**config.mk**
```make
export PLATFORM = sky130hd
export DESIGN_NAME = cmt_prog_ctrl
export DESIGN_NICKNAME = d
export VERILOG_FILES = /design/src/rtl/cmt_prog_pkg.sv /design/src/rtl/cmt_prog_clkdiv.sv /design/src/rtl/cmt_prog_ctrl.sv
export SDC_FILE = /design/constraint.sdc
export NUM_CORES = 1
export LEC_CHECK = 0
export ABC_CLOCK_PERIOD_IN_PS = 2300
export CAP_MARGIN = 20
export CORE_AREA = 3 3 63 77
export DETAILED_ROUTE_END_ITERATION = 8
export DIE_AREA = 0 0 66 80
export GPL_ROUTABILITY_DRIVEN = 0
export PLACE_DENSITY = 0.73
export SLEW_MARGIN = 5
export SYNTH_ARGS = -nofsm -noshare
export SYNTH_HDL_FRONTEND = slang
export SYNTH_HIERARCHICAL = 1
export SYNTH_SLANG_ARGS = --single-unit
```
**constraint.sdc**
```tcl
create_clock -name CLK -period 2.3 [get_ports CLK]
set_input_delay 0.23 -clock CLK [delete_from_list [all_inputs] [get_ports CLK]]
set_output_delay 0.23 -clock CLK [all_outputs]
set_load 0.02 [all_outputs]
```
**src/rtl/cmt_prog_pkg.sv**
```systemverilog
// Shared types and constants for the DCM_CLKGEN M/D programming sequencer.
package cmt_prog_pkg;

    typedef enum logic [2:0] {
        ST_IDLE      = 3'd0,
        ST_LOAD_D    = 3'd1,
        ST_GAP_D     = 3'd2,
        ST_LOAD_M    = 3'd3,
        ST_GAP_M     = 3'd4,
        ST_GO        = 3'd5,
        ST_WAIT_DONE = 3'd6
    } state_t;

    localparam logic [1:0] CMD_LOAD_D  = 2'b01;
    localparam logic [1:0] CMD_LOAD_M  = 2'b11;
    localparam int         LOAD_BITS   = 10;
    localparam int         GAP_PERIODS = 2;

    // Serial frame, bit 0 is sent first: command bit0, command bit1, then value LSB first.
    function automatic logic [9:0] make_frame(input logic [1:0] cmd, input logic [7:0] val);
        return {val, cmd};
    endfunction

endpackage

```
**src/rtl/cmt_prog_clkdiv.sv**
```systemverilog
// PROGCLK generator: low for the first half of each period, high for the second,
// with a strobe on the CLK edge where PROGCLK falls (period boundary).
module cmt_prog_clkdiv #(
    parameter int DIV = 4
) (
    input  logic clk,
    input  logic reset_n,
    input  logic run,
    input  logic halt,
    output logic progclk,
    output logic fall_stb
);

    localparam int CW = (DIV > 2) ? $clog2(DIV) : 1;
    localparam logic [CW-1:0] LAST = CW'(DIV - 1);
    localparam logic [CW-1:0] HALF = CW'(DIV / 2);

    logic [CW-1:0] cnt_r;
    logic [CW-1:0] cnt_s;
    logic          progclk_r;

    // Next divide count; parked at zero whenever the sequencer is idle or about to be.
    always_comb begin
        cnt_s = '0;
        if (!run || halt) begin
            cnt_s = '0;
        end else if (cnt_r == LAST) begin
            cnt_s = '0;
        end else begin
            cnt_s = cnt_r + CW'(1);
        end
    end

    assign fall_stb = run && (cnt_r == LAST);

    // Divide counter and registered PROGCLK.
    always_ff @(posedge clk) begin
        if (!reset_n) begin
            cnt_r     <= '0;
            progclk_r <= 1'b0;
        end else begin
            cnt_r     <= cnt_s;
            progclk_r <= (cnt_s >= HALF);
        end
    end

    assign progclk = progclk_r;

endmodule

```
**src/rtl/cmt_prog_ctrl.sv**
```systemverilog
// DCM_CLKGEN run-time M/D reprogramming sequencer.
// Optional PROGDONE timeout is built when CMT_PROG_TIMEOUT_EN is defined.
module cmt_prog_ctrl
    import cmt_prog_pkg::*;
#(
    parameter int PROGCLK_DIV    = 4,
    parameter int TIMEOUT_CYCLES = 65535
) (
    input  logic       CLK,
    input  logic       RESET_N,
    input  logic       REQ,
    input  logic [7:0] MULT_M1,
    input  logic [7:0] DIV_D1,
    output logic       BUSY,
    output logic       DONE,
    output logic       ERROR,
    output logic       TIMEOUT,
    output logic       PROGCLK,
    output logic       PROGEN,
    output logic       PROGDATA,
    input  logic       PROGDONE
);

    localparam logic [3:0] LAST_BIT = 4'(LOAD_BITS - 1);
    localparam logic [3:0] LAST_GAP = 4'(GAP_PERIODS - 1);

    state_t      state_r, state_s;
    logic [3:0]  cnt_r, cnt_s;
    logic [9:0]  shift_r, shift_s;
    logic [9:0]  frame_s;
    logic [7:0]  m1_r, m1_s;
    logic        progen_r, progen_s;
    logic        progdata_r, progdata_s;
    logic        busy_r, busy_s;
    logic        done_r, done_s;
    logic        error_r, error_s;
    logic        err_pend_r, err_pend_s;
    logic        fin_r, fin_s;
    logic        sync1_r, sync2_r, prev_r;
    logic        rise_s, accept_s, fall_s, run_s, halt_s;

`ifdef CMT_PROG_TIMEOUT_EN
    localparam int TMO_W = $clog2(TIMEOUT_CYCLES + 1);
    localparam logic [TMO_W-1:0] TMO_LAST = TMO_W'(TIMEOUT_CYCLES - 1);
    logic [TMO_W-1:0] tmo_cnt_r, tmo_cnt_s;
    logic             timeout_r, timeout_s;
`endif

    // fin_r blocks acceptance in the cycle where DONE/ERROR ends the previous request.
    assign accept_s = REQ && !busy_r && !fin_r;
    assign rise_s   = sync2_r && !prev_r;
    assign run_s    = (state_r != ST_IDLE);
    assign halt_s   = (state_s == ST_IDLE);

    cmt_prog_clkdiv #(.DIV(PROGCLK_DIV)) u_clkdiv (
        .clk      (CLK),
        .reset_n  (RESET_N),
        .run      (run_s),
        .halt     (halt_s),
        .progclk  (PROGCLK),
        .fall_stb (fall_s)
    );

    // Sequencer next-state and output decode; serial outputs change only on PROGCLK fall.
    always_comb begin
        state_s    = state_r;
        cnt_s      = cnt_r;
        shift_s    = shift_r;
        m1_s       = m1_r;
        progen_s   = progen_r;
        progdata_s = progdata_r;
        busy_s     = busy_r;
        done_s     = 1'b0;
        fin_s      = 1'b0;
        error_s    = error_r;
        err_pend_s = err_pend_r;
        frame_s    = 10'd0;
`ifdef CMT_PROG_TIMEOUT_EN
        timeout_s  = timeout_r;
        tmo_cnt_s  = tmo_cnt_r;
`endif
        case (state_r)
            ST_IDLE: begin
                progen_s   = 1'b0;
                progdata_s = 1'b0;
                if (err_pend_r) begin
                    error_s    = 1'b1;
                    busy_s     = 1'b0;
                    err_pend_s = 1'b0;
                    fin_s      = 1'b1;
                end else if (accept_s) begin
                    error_s = 1'b0;
                    busy_s  = 1'b1;
                    m1_s    = MULT_M1;
`ifdef CMT_PROG_TIMEOUT_EN
                    timeout_s = 1'b0;
`endif
                    if (MULT_M1 == 8'd0) begin
                        err_pend_s = 1'b1;
                    end else begin
                        frame_s    = make_frame(CMD_LOAD_D, DIV_D1);
                        state_s    = ST_LOAD_D;
                        cnt_s      = 4'd0;
                        progen_s   = 1'b1;
                        progdata_s = frame_s[0];
                        shift_s    = {1'b0, frame_s[9:1]};
                    end
                end else begin
                    busy_s = 1'b0;
                end
            end
            ST_LOAD_D, ST_LOAD_M: begin
                if (fall_s) begin
                    if (cnt_r == LAST_BIT) begin
                        state_s    = (state_r == ST_LOAD_D) ? ST_GAP_D : ST_GAP_M;
                        cnt_s      = 4'd0;
                        progen_s   = 1'b0;
                        progdata_s = 1'b0;
                    end else begin
                        cnt_s      = cnt_r + 4'd1;
                        progdata_s = shift_r[0];
                        shift_s    = {1'b0, shift_r[9:1]};
                    end
                end else begin
                    state_s = state_r;
                end
            end
            ST_GAP_D, ST_GAP_M: begin
                if (fall_s) begin
                    if (cnt_r == LAST_GAP) begin
                        cnt_s    = 4'd0;
                        progen_s = 1'b1;
                        if (state_r == ST_GAP_D) begin
                            frame_s    = make_frame(CMD_LOAD_M, m1_r);
                            state_s    = ST_LOAD_M;
                            progdata_s = frame_s[0];
                            shift_s    = {1'b0, frame_s[9:1]};
                        end else begin
                            state_s    = ST_GO;
                            progdata_s = 1'b0;
                        end
                    end else begin
                        cnt_s = cnt_r + 4'd1;
                    end
                end else begin
                    state_s = state_r;
                end
            end
            ST_GO: begin
                if (fall_s) begin
                    state_s    = ST_WAIT_DONE;
                    progen_s   = 1'b0;
                    progdata_s = 1'b0;
`ifdef CMT_PROG_TIMEOUT_EN
                    tmo_cnt_s  = '0;
`endif
                end else begin
                    state_s = state_r;
                end
            end
            ST_WAIT_DONE: begin
                if (rise_s) begin
                    done_s  = 1'b1;
                    fin_s   = 1'b1;
                    busy_s  = 1'b0;
                    state_s = ST_IDLE;
`ifdef CMT_PROG_TIMEOUT_EN
                end else if (tmo_cnt_r == TMO_LAST) begin
                    error_s   = 1'b1;
                    timeout_s = 1'b1;
                    fin_s     = 1'b1;
                    busy_s    = 1'b0;
                    state_s   = ST_IDLE;
                end else begin
                    tmo_cnt_s = tmo_cnt_r + TMO_W'(1);
                end
`else
                end else begin
                    state_s = state_r;
                end
`endif
            end
            default: begin
                state_s    = ST_IDLE;
                busy_s     = 1'b0;
                progen_s   = 1'b0;
                progdata_s = 1'b0;
            end
        endcase
    end

    // State and output registers.
    always_ff @(posedge CLK) begin
        if (!RESET_N) begin
            state_r    <= ST_IDLE;
            cnt_r      <= 4'd0;
            shift_r    <= 10'd0;
            m1_r       <= 8'd0;
            progen_r   <= 1'b0;
            progdata_r <= 1'b0;
            busy_r     <= 1'b0;
            done_r     <= 1'b0;
            error_r    <= 1'b0;
            err_pend_r <= 1'b0;
            fin_r      <= 1'b0;
        end else begin
            state_r    <= state_s;
            cnt_r      <= cnt_s;
            shift_r    <= shift_s;
            m1_r       <= m1_s;
            progen_r   <= progen_s;
            progdata_r <= progdata_s;
            busy_r     <= busy_s;
            done_r     <= done_s;
            error_r    <= error_s;
            err_pend_r <= err_pend_s;
            fin_r      <= fin_s;
        end
    end

    // PROGDONE two-flop synchronizer plus edge-detect history.
    always_ff @(posedge CLK) begin
        if (!RESET_N) begin
            sync1_r <= 1'b0;
            sync2_r <= 1'b0;
            prev_r  <= 1'b0;
        end else begin
            sync1_r <= PROGDONE;
            sync2_r <= sync1_r;
            prev_r  <= sync2_r;
        end
    end

`ifdef CMT_PROG_TIMEOUT_EN
    // Timeout counter and flag.
    always_ff @(posedge CLK) begin
        if (!RESET_N) begin
            tmo_cnt_r <= '0;
            timeout_r <= 1'b0;
        end else begin
            tmo_cnt_r <= tmo_cnt_s;
            timeout_r <= timeout_s;
        end
    end
    assign TIMEOUT = timeout_r;
`else
    assign TIMEOUT = 1'b0;
`endif

    assign BUSY     = busy_r;
    assign DONE     = done_r;
    assign ERROR    = error_r;
    assign PROGEN   = progen_r;
    assign PROGDATA = progdata_r;

endmodule

```
Word-level counts from Yosys, hierarchy flattened
Index checks and enable logic that the tools add are counted.
{"block": "classes", "n_bitwise": 3, "order_cmp": 1, "add_sub_neg": 2, "n_reduce_logical": 26, "muxes": 58, "eq_ne": 20}
{"op": "$mux 10", "n": 8}
{"op": "$mux 3", "n": 11}
{"op": "$pmux 10 s3", "n": 1}
{"op": "$mux 4", "n": 7}
{"op": "$mux 1", "n": 23}
{"op": "$ne 2x2->1 const B", "n": 11}
{"op": "$pmux 3 s5", "n": 1}
{"op": "$pmux 4 s3", "n": 1}
{"op": "$reduce_and 6->1", "n": 2}
{"op": "$pmux 1 s5", "n": 2}
{"op": "$eq 3x3->1 const B", "n": 3}
{"op": "$reduce_and 9->1", "n": 1}
{"op": "$logic_not 8->1", "n": 1}
{"op": "$eq 3x2->1 const B", "n": 2}
{"op": "$logic_not 3->1", "n": 2}
{"op": "$reduce_and 2->1", "n": 3}
{"op": "$reduce_bool 3->1", "n": 2}
{"op": "$reduce_and 5->1", "n": 1}
{"op": "$reduce_or 5->1", "n": 1}
{"op": "$add 4x1->4 const B", "n": 1}
{"op": "$eq 4x1->1 const B", "n": 1}
{"op": "$eq 4x4->1 const B", "n": 1}
{"op": "$logic_and 1x1->1", "n": 4}
{"op": "$logic_not 1->1", "n": 4}
{"op": "12 further kinds", "n": 16}
{"block": "totals", "regBits": 38}

Longest topological paths before layout
{"block": "depth", "word_depth": 10, "depth_mapped": 10, "depth_no_buf": 8}

Hierarchy
Netlist, hierarchy kept.
{"mod": "cmt_prog_ctrl", "seq_area_each_um2": 680.7, "n_inst": 1, "area_per_inst_um2": 1939.4, "cells_per_inst": 228}
{"mod": "cmt_prog_clkdiv", "seq_area_each_um2": 40.0, "n_inst": 1, "area_per_inst_um2": 88.8, "cells_per_inst": 7}

Least setup slack after synthesis
OpenSTA, ideal clock, no wires.
{"block": "synth_path", "path_kind": "flip-flop to flip-flop", "startpoint": "reg state_r[1]", "endpoint": "reg u_clkdiv.cnt_r[0]", "setup_ns": 0.135, "t_arrival_ns": 2.152, "slack_ns": 0.012, "required_ns": 2.165, "synth_period_minus_slack_ns": 2.288, "stages_incl_launch_ff": 11, "n_path_buf": 2, "path_cell_list": "dfxtp_1 -> clkbuf_1 -> nor3_4 -> inv_2 -> and2_2 -> clkbuf_1 -> nor4bb_1 -> a31oi_1 -> o211ai_1 -> nor4bb_1 -> nor4_2"}
{"block": "synth_between", "word_cells_on_any_way": 27}
{"element": "from (decl)", "line": "cmt_prog_ctrl.sv:27", "rtl": "state_t state_r, state_s;"}
{"element": "from (signal assigned)", "line": "cmt_prog_ctrl.sv:207", "rtl": "state_r <= state_s;"}
{"element": "$reduce_bool 3->1 *", "line": "cmt_prog_ctrl.sv:52", "rtl": "assign run_s = (state_r != ST_IDLE);"}
{"element": "net run_s", "line": "cmt_prog_ctrl.sv:40", "rtl": "logic rise_s, accept_s, fall_s, run_s, halt_s;"}
{"element": "$logic_and 1x1->1 *", "line": "cmt_prog_clkdiv.sv:34", "rtl": "assign fall_stb = run && (cnt_r == LAST);"}
{"element": "net fall_s", "line": "cmt_prog_ctrl.sv:40"}
{"element": "$mux 3, on equally long branches", "line": "cmt_prog_ctrl.sv:150, cmt_prog_ctrl.sv:113, cmt_prog_ctrl.sv:129"}
{"element": "$pmux 3 s5 *", "line": "cmt_prog_ctrl.sv:82", "rtl": "case (state_r)"}
{"element": "$logic_not 3->1 *", "line": "cmt_prog_ctrl.sv:53", "rtl": "assign halt_s = (state_s == ST_IDLE);"}
{"element": "net halt_s", "line": "cmt_prog_ctrl.sv:40"}
{"element": "$logic_or 1x1->1 *", "line": "cmt_prog_clkdiv.sv:25", "rtl": "if (!run || halt) begin"}
{"element": "$mux 2 *", "line": "cmt_prog_clkdiv.sv:25"}
{"element": "to (signal assigned)", "line": "cmt_prog_clkdiv.sv:42", "rtl": "cnt_r <= cnt_s;"}
{"element": "to (decl)", "line": "cmt_prog_clkdiv.sv:18", "rtl": "logic [CW-1:0] cnt_r;"}
Mark *: on every way through the listed nets, which the timed path passes. The rest lies on a longest branch.
A chain may end at the register's enable or synchronous reset.

==> impl_metrics.yaml <==
critical_path:
  rrSetupSlack_ns: 0.27
  max_stage_delay_ns: 0.36
  path_buf_inv: 0
  critPathMaxFanout: 11
  path_class: "flop to flop"
  start_kind: "flop"
  cp_slowest_cell: "dfxtp_1"
  arrival_ns: 2.24
  timing.rr.end: "cnt_r[3]"
  r2r_cells: 6
  cp-end-kind: "flop"
  cp.required_ns: 2.50
  path_cells: "ha_1, and2_2, or2b_2, mux2_2, a21o_1, o32ai_2"
  cp_top_family: "simple AND/OR/NAND/NOR gates"
  r2r_start: "u_clkdiv/cnt_r[0]"
route:
  first_pass_iters: 4
  first_iter_violations: 81
  wl_per_cell_microns: 14.77
  totalWireLength_mm: 4.727
  ant_nets: 0
  drc: 0
  vias: 1843
  vias_per_cell: 5.759
pwr:
  internal_power_uw: 1047
  clockPowerShare_pct: 32.2
  p_leak_uw: 0.0008744
  p_per_area_mw_per_mm2: 585.7
  fin_total_pwr_uw: 1441
  combPwrFrac_pct: 20.1
  p_sw_uw: 393.4
  power_frac_seq_pct: 47.7
  ir_drop_uv: 477.0
  switching_share_pct: 27.31
timing:
  fmax_ghz: 0.4924
  hold_viol_final: 0
  finalSetupTns_ns: 0
  drv_slew: 0
  final.period_utilization_pct: 88.29
  setup_viol: 0
  finClkSkew_ns: 0.001486
  rsz0062_at_grt: "false"
  min_period_ns: 2.031
  tightestPinTransition_ns: 0.5351
  slew_headroom_pct: 64.29
logic_synthesis:
  yosysUniqueCellTypes: 64
  synthTopCellsByArea: "dfxtp_1 (36%), nand2_1 (6.1%), a21oi_1 (3.7%), mux2i_1 (3.5%), o21ai_0 (3.0%)"
  ys.warnings.count: 6
  synth_edf_count: 0
  syn-cell-area_sq_mm: 0.002028
  syn_avg_cell_area_sq_um: 8.631
  yosysTopAreaCell: "dfxtp_1"
  synthArstFlopShare_pct: 0
  yosys.area.top_type_share_pct: 35.53
  synthesis.nets: 258
  post-synth-top-count-cell: "dfxtp_1"
  synthFlopType: "dfxtp_1"
  ys_ff_latch: 36
  ys_seq_area_share_pct: 35.53
  synth_cells: 235
  synth_common_cells: "dfxtp_1 (36), nand2_1 (33), a21oi_1 (15)"
grt:
  grt_max_degree: 27
  grt_pass1_wl_mm: 8.017
  grt_overflow: 0
  grtUsageTotal_pct: 19.65
  antenna_found_initial: 0
  grt_pass1_vias: 1723
final_layout:
  stdcell_count: 320
  diodes: 0
  final_layout_size_suffix_gt1_share_pct: 15.15
  layout.nets: 286
  area_delta_synth_final_pct: 21.28
floorplanning:
  io_pins: 27
  core_area_sq_mm: 0.004197
  num_rows: 26
  die_height_microns: 80
  die_area_sq_mm: 0.005280
  die_w_microns: 66
  initial_utilization_pct: 48.33
cts:
  htreeDepth: 2
  cts_resized: 0
  cts-root-buf: "clkbuf_8"
  numCtsBuffers: 5
  cts_tree: "built"
  clk_latency_ns: 0.29
  post_cts_buffers: 0
  clock_sinks: 36
  hold_buffers: 0
  clkSlewWorstSetupHoldPaths_ns: 0.07
  cts_buffer_depth: 2
min_path:
  hold_path.class: "flop to flop"
  min-delay-start: "sync1_r"
  hold_end: "sync2_r"
  hold_path_depth: 1
run_status:
  status: "complete, no violations"
job:
  cap_violations: 0
place:
  io_buffers: 25
  dpl.cell_count: 312
  dpl.hpwl_mm: 3.426
## how the worst max path moves through the flow
stage	endpoint	slack, ns	start	depth (start not counted)
finish	cnt_r[3]	0.27	u_clkdiv/cnt_r[0]	6
global route	u_clkdiv/cnt_r[0]	0.12	u_clkdiv/cnt_r[0]	8
CTS	cnt_r[3]	0.26	u_clkdiv/cnt_r[0]	6
detailed placement	u_clkdiv/cnt_r[0]	0.1	REQ	7
global placement	u_clkdiv/cnt_r[0]	0.15	REQ	7
floorplan	u_clkdiv/cnt_r[0]	0.01	state_r[1]	10
## flip-flops by register name, indices dropped and copies added, names as in the netlist, 3 cells and up
signal	flops
cnt_r	4
m1_r	8
state_r	3
shift_r	9
## per-layer routing
metal	wire (microns)	vias up	share of wire, %	GRT usage (%)
li1	-	932	-	-
met1	2039	863	43	24.00
met2	2440	41	52	33.50
met3	169	7	3.6	4.366
met4	78	0	1.7	6.911
met5	0	-	0	0
## cell usage in the layout, fill, tap and decap left out, types with 4 or more instances in the layout
master           Yosys  final
buf_4                1     14
clkbuf_8             0      6
clkdlybuf4s50_1      0     25
a22oi_1              8      8
o21ai_0             12     12
nand2_1             33     33
dfxtp_1             36     36
and2_1               6      6
nand3_1              7      7
nor2b_1              4      4
o22ai_1              9      9
a21oi_1             15     15
o211ai_1             4      4
mux2i_1              7      7
inv_1                6      6
## stage by stage
stage	area (sq um)	utilization, %	worst slack, ns	hold WS [ns]
after floorplan	2028	-	0.01216	0.3573
after global placement	2370	56.47	0.1459	0.4231
after detailed placement	2370	56.47	0.09783	0.4276
after CTS	2460	58.62	0.2599	0.4441
after global routing	2460	58.62	0.1242	0.4637
final	2460	58.62	0.2692	0.4368
## layout make-up
class / count / area, sq um
fill: 408 / 1737
tap: 56 / 70.07
clock buffer: 8 / 90.09
timing repair buffer: 39 / 355.3
multi-input combinational: 174 / 1197
sequential: 36 / 720.7
inverter: 7 / 26.28
## worst reg2reg max path, stage by stage (launching register included)
cell,delay [ns]
dfxtp_1,0.36
ha_1,0.20
and2_2,0.26
or2b_2,0.33
mux2_2,0.32
a21o_1,0.23
o32ai_2,0.25
## power by group through the flow
stage	sequential, uW	clock, uW	combinational, uW
floorplan	699	0	185
global placement	700	0	286
detailed placement	700	0	290
CTS	686	474	291
global route	691	498	319
finish	686	464	290
## cells by family after synthesis
kind of cell | after synthesis | share of synthesized area [%]
and+or+nand+nor | 81 | 23.01
AOI/OAI and AO/OA | 79 | 29.12
DFF | 36 | 35.53
buffers and inverters | 25 | 5.428
muxes | 8 | 4.010
adders and majority gates | 3 | 1.851
xor gates and xnor gates | 2 | 0.8638
other | 1 | 0.1849
(Power assumes the default switching activity.)
==> RTL edit 1 (same settings) <==
`m1_r` no longer has a reset.
--- a/src/rtl/cmt_prog_ctrl.sv
+++ b/src/rtl/cmt_prog_ctrl.sv
@@ -197,3 +197,2 @@
             shift_r    <= 10'd0;
-            m1_r       <= 8'd0;
             progen_r   <= 1'b0;
@@ -209,3 +208,2 @@
             shift_r    <= shift_s;
-            m1_r       <= m1_s;
             progen_r   <= progen_s;
@@ -218,2 +216,6 @@
         end
+    end
+
+    always_ff @(posedge CLK) begin
+        m1_r <= m1_s;
     end
Function: same outputs for any inputs over 10 cycles, from zero or initial values and one cycle with RESET_N low; that may be too few to reach the edited logic, so the function may still have changed.
==> RTL edit 1 against the unedited design <==
Wire length down 6.0%. First-iteration DRC count up 11%. Sequential cell count unchanged. Total power up 4.8%. Die area unchanged. Area after synthesis up 0.80%. Setup slack better by 0.092 ns. Design area down 0.56%. Largest power group unchanged.
==> RTL edit 1: results (changes against the unedited design) <==
| Metric | Reported | vs unedited |
|---|---|---|
| Via count of the first global-routing pass | 1550 | was 1723 |
| Clock insertion delay at the later pin of the skew report | 0.29 ns | about the same |
| Kind of cell with the highest combined delay on the critical path | buffers and inverters | was simple AND/OR/NAND/NOR gates |
| Net count after synthesis | 239 | was 258 |
| Cell types with the largest area share after synthesis | sky130_fd_sc_hd__dfxtp_1 (27%), sky130_fd_sc_hd__edfxtp_1 (12%), sky130_fd_sc_hd__mux2i_1 (10%) | was sky130_fd_sc_hd__dfxtp_1 (36%), sky130_fd_sc_hd__nand2_1 (6.1%), sky130_fd_sc_hd__a21oi_1 (3.7%) |
| Total CTS buffers | 5 | unchanged |
| Worst clock skew | 0.00867 ns | was 0.00149 ns |
| Static leakage | 0.000873 uW | was 0.000874 uW |
| Post-detail-place hpwl | 3.12 mm | was 3.43 mm |
| Top cells by instance count after synthesis | sky130_fd_sc_hd__dfxtp_1 (28), sky130_fd_sc_hd__mux2i_1 (21), sky130_fd_sc_hd__nand2_1 (18), sky130_fd_sc_hd__nor2_1 (11), sky130_fd_sc_hd__a21oi_1 (10) | was sky130_fd_sc_hd__dfxtp_1 (36), sky130_fd_sc_hd__nand2_1 (33), sky130_fd_sc_hd__a21oi_1 (15), sky130_fd_sc_hd__clkbuf_1 (12), sky130_fd_sc_hd__o21ai_0 (12) |
| Number of enable-type register cells in the synthesized netlist | 8 | was 0 |
| Crit-path max FO | 30 | was 11 |
| Yosys cell types | 59 | was 64 |
| Wire per inst | 14.8 um | about the same |
| Slowest Stage Delay on Critical Path | 0.38 ns | was 0.36 ns |
| Clock Root Buffer | sky130_fd_sc_hd__clkbuf_8 | unchanged |
| Dominant synthesized flop cell | sky130_fd_sc_hd__dfxtp_1 | unchanged |
| Share of final-layout standard cells stronger than drive strength 1 | 14.8% | was 15.2% |
| Syn. warnings | 6 | unchanged |
| Wire length of the first global-routing pass | 7.19 mm | was 8.02 mm |
| Filler instances | 390 | was 408 |
| Number of antenna repair diodes | 0 | unchanged |
| Antenna violations before repair | 0 | unchanged |
| Worst vdd rail ir drop | 0.390 mV | was 0.477 mV |
| Portion of the post-synthesis area used by sequential elements | 39.2% | was 35.5% |
| Post-detailed-route DRC marker count | 0 | unchanged |
| Number of nets in the layout | 266 | was 286 |
| Maximum number of pins on one net before global-route repair | 31 | was 27 |
| Slowest cell on the critical path | sky130_fd_sc_hd__buf_4 | was sky130_fd_sc_hd__dfxtp_1 |
| Detailed-router iteration count before antenna repair | 4 | unchanged |
| Post-cts sizing count | 0 | unchanged |
| First-iteration detailed-routing DRC count | 90 | was 81 |
| Via count | 1703 | was 1843 |
| Place WS | 0.157 ns | was 0.0978 ns |
| H-tree levels | 2 | unchanged |
| Combined global-route utilization of all metal layers | 17.9% | was 19.6% |
| Crit path DAT | 2.12 ns | was 2.24 ns |
| Outcome | completed | unchanged |
## RTL edit 1: changes by cell type after synthesis, moves of 5 or more
cell                       unedited run  this run
sky130_fd_sc_hd__nand2_1             33        18
sky130_fd_sc_hd__mux2i_1              7        21
sky130_fd_sc_hd__dfxtp_1             36        28
sky130_fd_sc_hd__edfxtp_1             0         8
sky130_fd_sc_hd__nor2_1               3        11
sky130_fd_sc_hd__clkbuf_1            12         6
sky130_fd_sc_hd__a21oi_1             15        10
## RTL edit 1: through the flow
stage	util (%)	cell area [sq um]	cells	hold slack (ns)
final	58.3	2450	300	0.441
after global routing	58.3	2450	300	0.457
after CTS	58.3	2450	300	0.445
after detailed placement	55.9	2350	292	0.422
after global placement	55.9	2350	292	0.414
after floorplan	-	2040	216	0.329
## RTL edit 1: logic make-up after synthesis
family	count (synthesis)	share of synthesized area (%)
and+or+nand+nor	70	20.5
xor gates and xnor gates	1	0.428
DFF	36	39.2
AOI/OAI and AO/OA	58	19.8
other	1	0.183
adders and majority gates	4	2.33
buffers and inverters	23	6.06
muxes	23	11.6
## RTL edit 1: metal layers
layer  vias to the layer above  track usage (%)  share of wire (%)
li1                        849                -                  -
met1                       801             24.4                 47
met2                        47             27.1                 47
met3                         6             3.80                4.7
met4                         0             7.52                1.6
met5                         -                0                  0
## RTL edit 1: layout make-up
cell class                 instances  share of cell area, %
timing repair buffer              35                   13.3
inverter                           8                   1.23
multi-input combinational        157                   45.8
tap                               56                   2.86
sequential                        36                   32.7
clock buffer                       8                   4.09
## RTL edit 1: path summary, 6_finish.rpt
check,slack [ns],cells after the start,start,to
setup reg to reg,0.36,6,state_r[2],shift_r[7]
setup / recovery,0.36,6,state_r[2],shift_r[7]
hold reg to reg,0.44,1,sync2_r,prev_r
hold / removal,0.44,1,sync2_r,prev_r
## RTL edit 1: report_power, final
group	internal [uW]	switching (uW)	leakage (uW)	total (uW)
registers	694	26.7	0.000305	720
clock network	274	226	0.0000515	500
logic	141	149	0.000517	289
total	1110	401	0.000873	1510
==> RTL edit 2 (same settings) <==
Made on the original files. `PROGCLK_DIV`: 4 -> 8.
--- a/src/rtl/cmt_prog_ctrl.sv
+++ b/src/rtl/cmt_prog_ctrl.sv
@@ -5,3 +5,3 @@
 #(
-    parameter int PROGCLK_DIV    = 4,
+    parameter int PROGCLK_DIV    = 8,
     parameter int TIMEOUT_CYCLES = 65535
Behaviour: not the same (Yosys sat finds a counterexample within 4 cycles, from zero or initial values and one cycle with RESET_N low).
==> RTL edit 2 against the unedited design <==
Synthesized cell count increased by 1.7%. Setup slack got worse by 0.16 ns. Wire length increased by 5.0%. Die area unchanged. Design area increased by 4.3%. Sequential cell count increased by 1. Area after synthesis increased by 2.5%. Total power increased by 0.31%. Critical endpoint is now u_clkdiv/cnt_r[1].
==> RTL edit 2: results (changes against the unedited design) <==
| Metric | Reported | vs unedited |
|---|---|---|
| Outcome | completed | unchanged |
| Static leakage | 0.000938 uW | was 0.000874 uW |
| Standard cell area after detailed placement | 2470 sq um | was 2370 sq um |
| Worst vdd rail ir drop | 0.489 mV | was 0.477 mV |
| Crit-path max FO | 8 | was 11 |
| Share of final-layout standard cells stronger than drive strength 1 | 18.5% | was 15.2% |
| Worst relative slew slack | 66.0% | was 64.3% |
| Worst clock skew | 0.00317 ns | was 0.00149 ns |
| Yosys cell types | 65 | was 64 |
| Combined global-route utilization of all metal layers | 21.1% | was 19.6% |
| Slowest Stage Delay on Critical Path | 0.33 ns | was 0.36 ns |
| Crit path DAT | 2.38 ns | was 2.24 ns |
| Post-detail-place hpwl | 3.64 mm | was 3.43 mm |
| Cell types with the largest area share after synthesis | sky130_fd_sc_hd__dfxtp_1 (36%), sky130_fd_sc_hd__nand2_1 (6.0%), sky130_fd_sc_hd__a21oi_1 (3.6%) | was sky130_fd_sc_hd__dfxtp_1 (36%), sky130_fd_sc_hd__nand2_1 (6.1%), sky130_fd_sc_hd__a21oi_1 (3.7%) |
| Via count of the first global-routing pass | 1807 | was 1723 |
| DRT Wirelength | 4.96 mm | was 4.73 mm |
| Top cells by instance count after synthesis | sky130_fd_sc_hd__dfxtp_1 (37), sky130_fd_sc_hd__nand2_1 (33), sky130_fd_sc_hd__a21oi_1 (15), sky130_fd_sc_hd__clkbuf_1 (12), sky130_fd_sc_hd__o21ai_0 (12) | was sky130_fd_sc_hd__dfxtp_1 (36), sky130_fd_sc_hd__nand2_1 (33), sky130_fd_sc_hd__a21oi_1 (15), sky130_fd_sc_hd__clkbuf_1 (12), sky130_fd_sc_hd__o21ai_0 (12) |
| Portion of the post-synthesis area used by sequential elements | 35.6% | was 35.5% |
| Post-synthesis compound-gate area fraction | 28.4% | was 29.1% |
| Length in cells of the worst reg-to-reg path | 9 | was 6 |
| Post-synthesis xor/xnor area fraction | 0.842% | was 0.864% |
| Place WS | 0.0404 ns | was 0.0978 ns |
| Wire length of the first global-routing pass | 8.70 mm | was 8.02 mm |
| First-iteration detailed-routing DRC count | 88 | was 81 |
| Clock insertion delay at the later pin of the skew report | 0.29 ns | about the same |
| Adder and majority gate portion of the synthesized area | 2.41% | was 1.85% |
| Via count | 1932 | was 1843 |
| Peak Freq | 0.456 GHz | was 0.492 GHz |
| Post-synthesis mux area share | 3.91% | was 4.01% |
| Internal Pwr Total | 1040 uW | was 1050 uW |
| Net count after synthesis | 263 | was 258 |
RTL edit 2: cell families after synthesis:
kind of cell | Yosys count
and+or+nand+nor | 83
AOI/OAI and AO/OA | 79
DFF | 37
buffers and inverters | 25
muxes | 8
adders and majority gates | 4
xor gates and xnor gates | 2
other | 1
RTL edit 2: per-stage QoR:
step | instances | hold WS (ns) | utilization, %
after detailed placement | 323 | 0.423 | 58.9
after floorplan | 239 | 0.357 | -
final | 331 | 0.437 | 61.2
after global placement | 323 | 0.413 | 58.9
after global routing | 331 | 0.474 | 61.2
after CTS | 331 | 0.439 | 60.9
RTL edit 2: power groups by stage:
stage                     sequential (uW)  combinational, uW  clock [uW]
final                                 705                304         437
after global routing                  710                335         481
after CTS                             705                302         449
after detailed placement              719                301           0
after global placement                718                298           0
after floorplan                       716                188           0
RTL edit 2: cell type report:
type / count / area (sq um) / area share (%)
clock buffer: 6 / 72.6 / 2.83
clock inverter: 2 / 10.0 / 0.390
inverter: 7 / 26.3 / 1.02
multi-input combinational: 177 / 1240 / 48.3
sequential: 37 / 741 / 28.9
tap: 56 / 70.1 / 2.73
timing repair buffer: 46 / 408 / 15.9
RTL edit 2: routing by layer:
layer  vias to the layer above  GRT usage (%)  share of wire, %
li1                        961              -                 -
met1                       908           29.3                46
met2                        54           32.4                48
met3                         9           4.23               4.1
met4                         0           7.32               1.7
met5                         -              0                 0
RTL edit 2: worst register-to-register path, stage by stage (launching register included):
cell	delay, ns
sky130_fd_sc_hd__dfxtp_1	0.33
sky130_fd_sc_hd__ha_1	0.20
sky130_fd_sc_hd__ha_1	0.22
sky130_fd_sc_hd__and2_4	0.20
sky130_fd_sc_hd__nor4bb_2	0.18
sky130_fd_sc_hd__a31oi_1	0.17
sky130_fd_sc_hd__o211ai_1	0.11
sky130_fd_sc_hd__nor4bb_1	0.28
sky130_fd_sc_hd__nand2b_4	0.19
sky130_fd_sc_hd__and4bb_2	0.23
RTL edit 2: worst paths after layout:
check / from / end
worst max-delay path: u_clkdiv/cnt_r[0] / u_clkdiv/cnt_r[1]
worst min-delay path: sync1_r / sync2_r
worst max register to register: u_clkdiv/cnt_r[0] / u_clkdiv/cnt_r[1]
worst min register to register: sync1_r / sync2_r
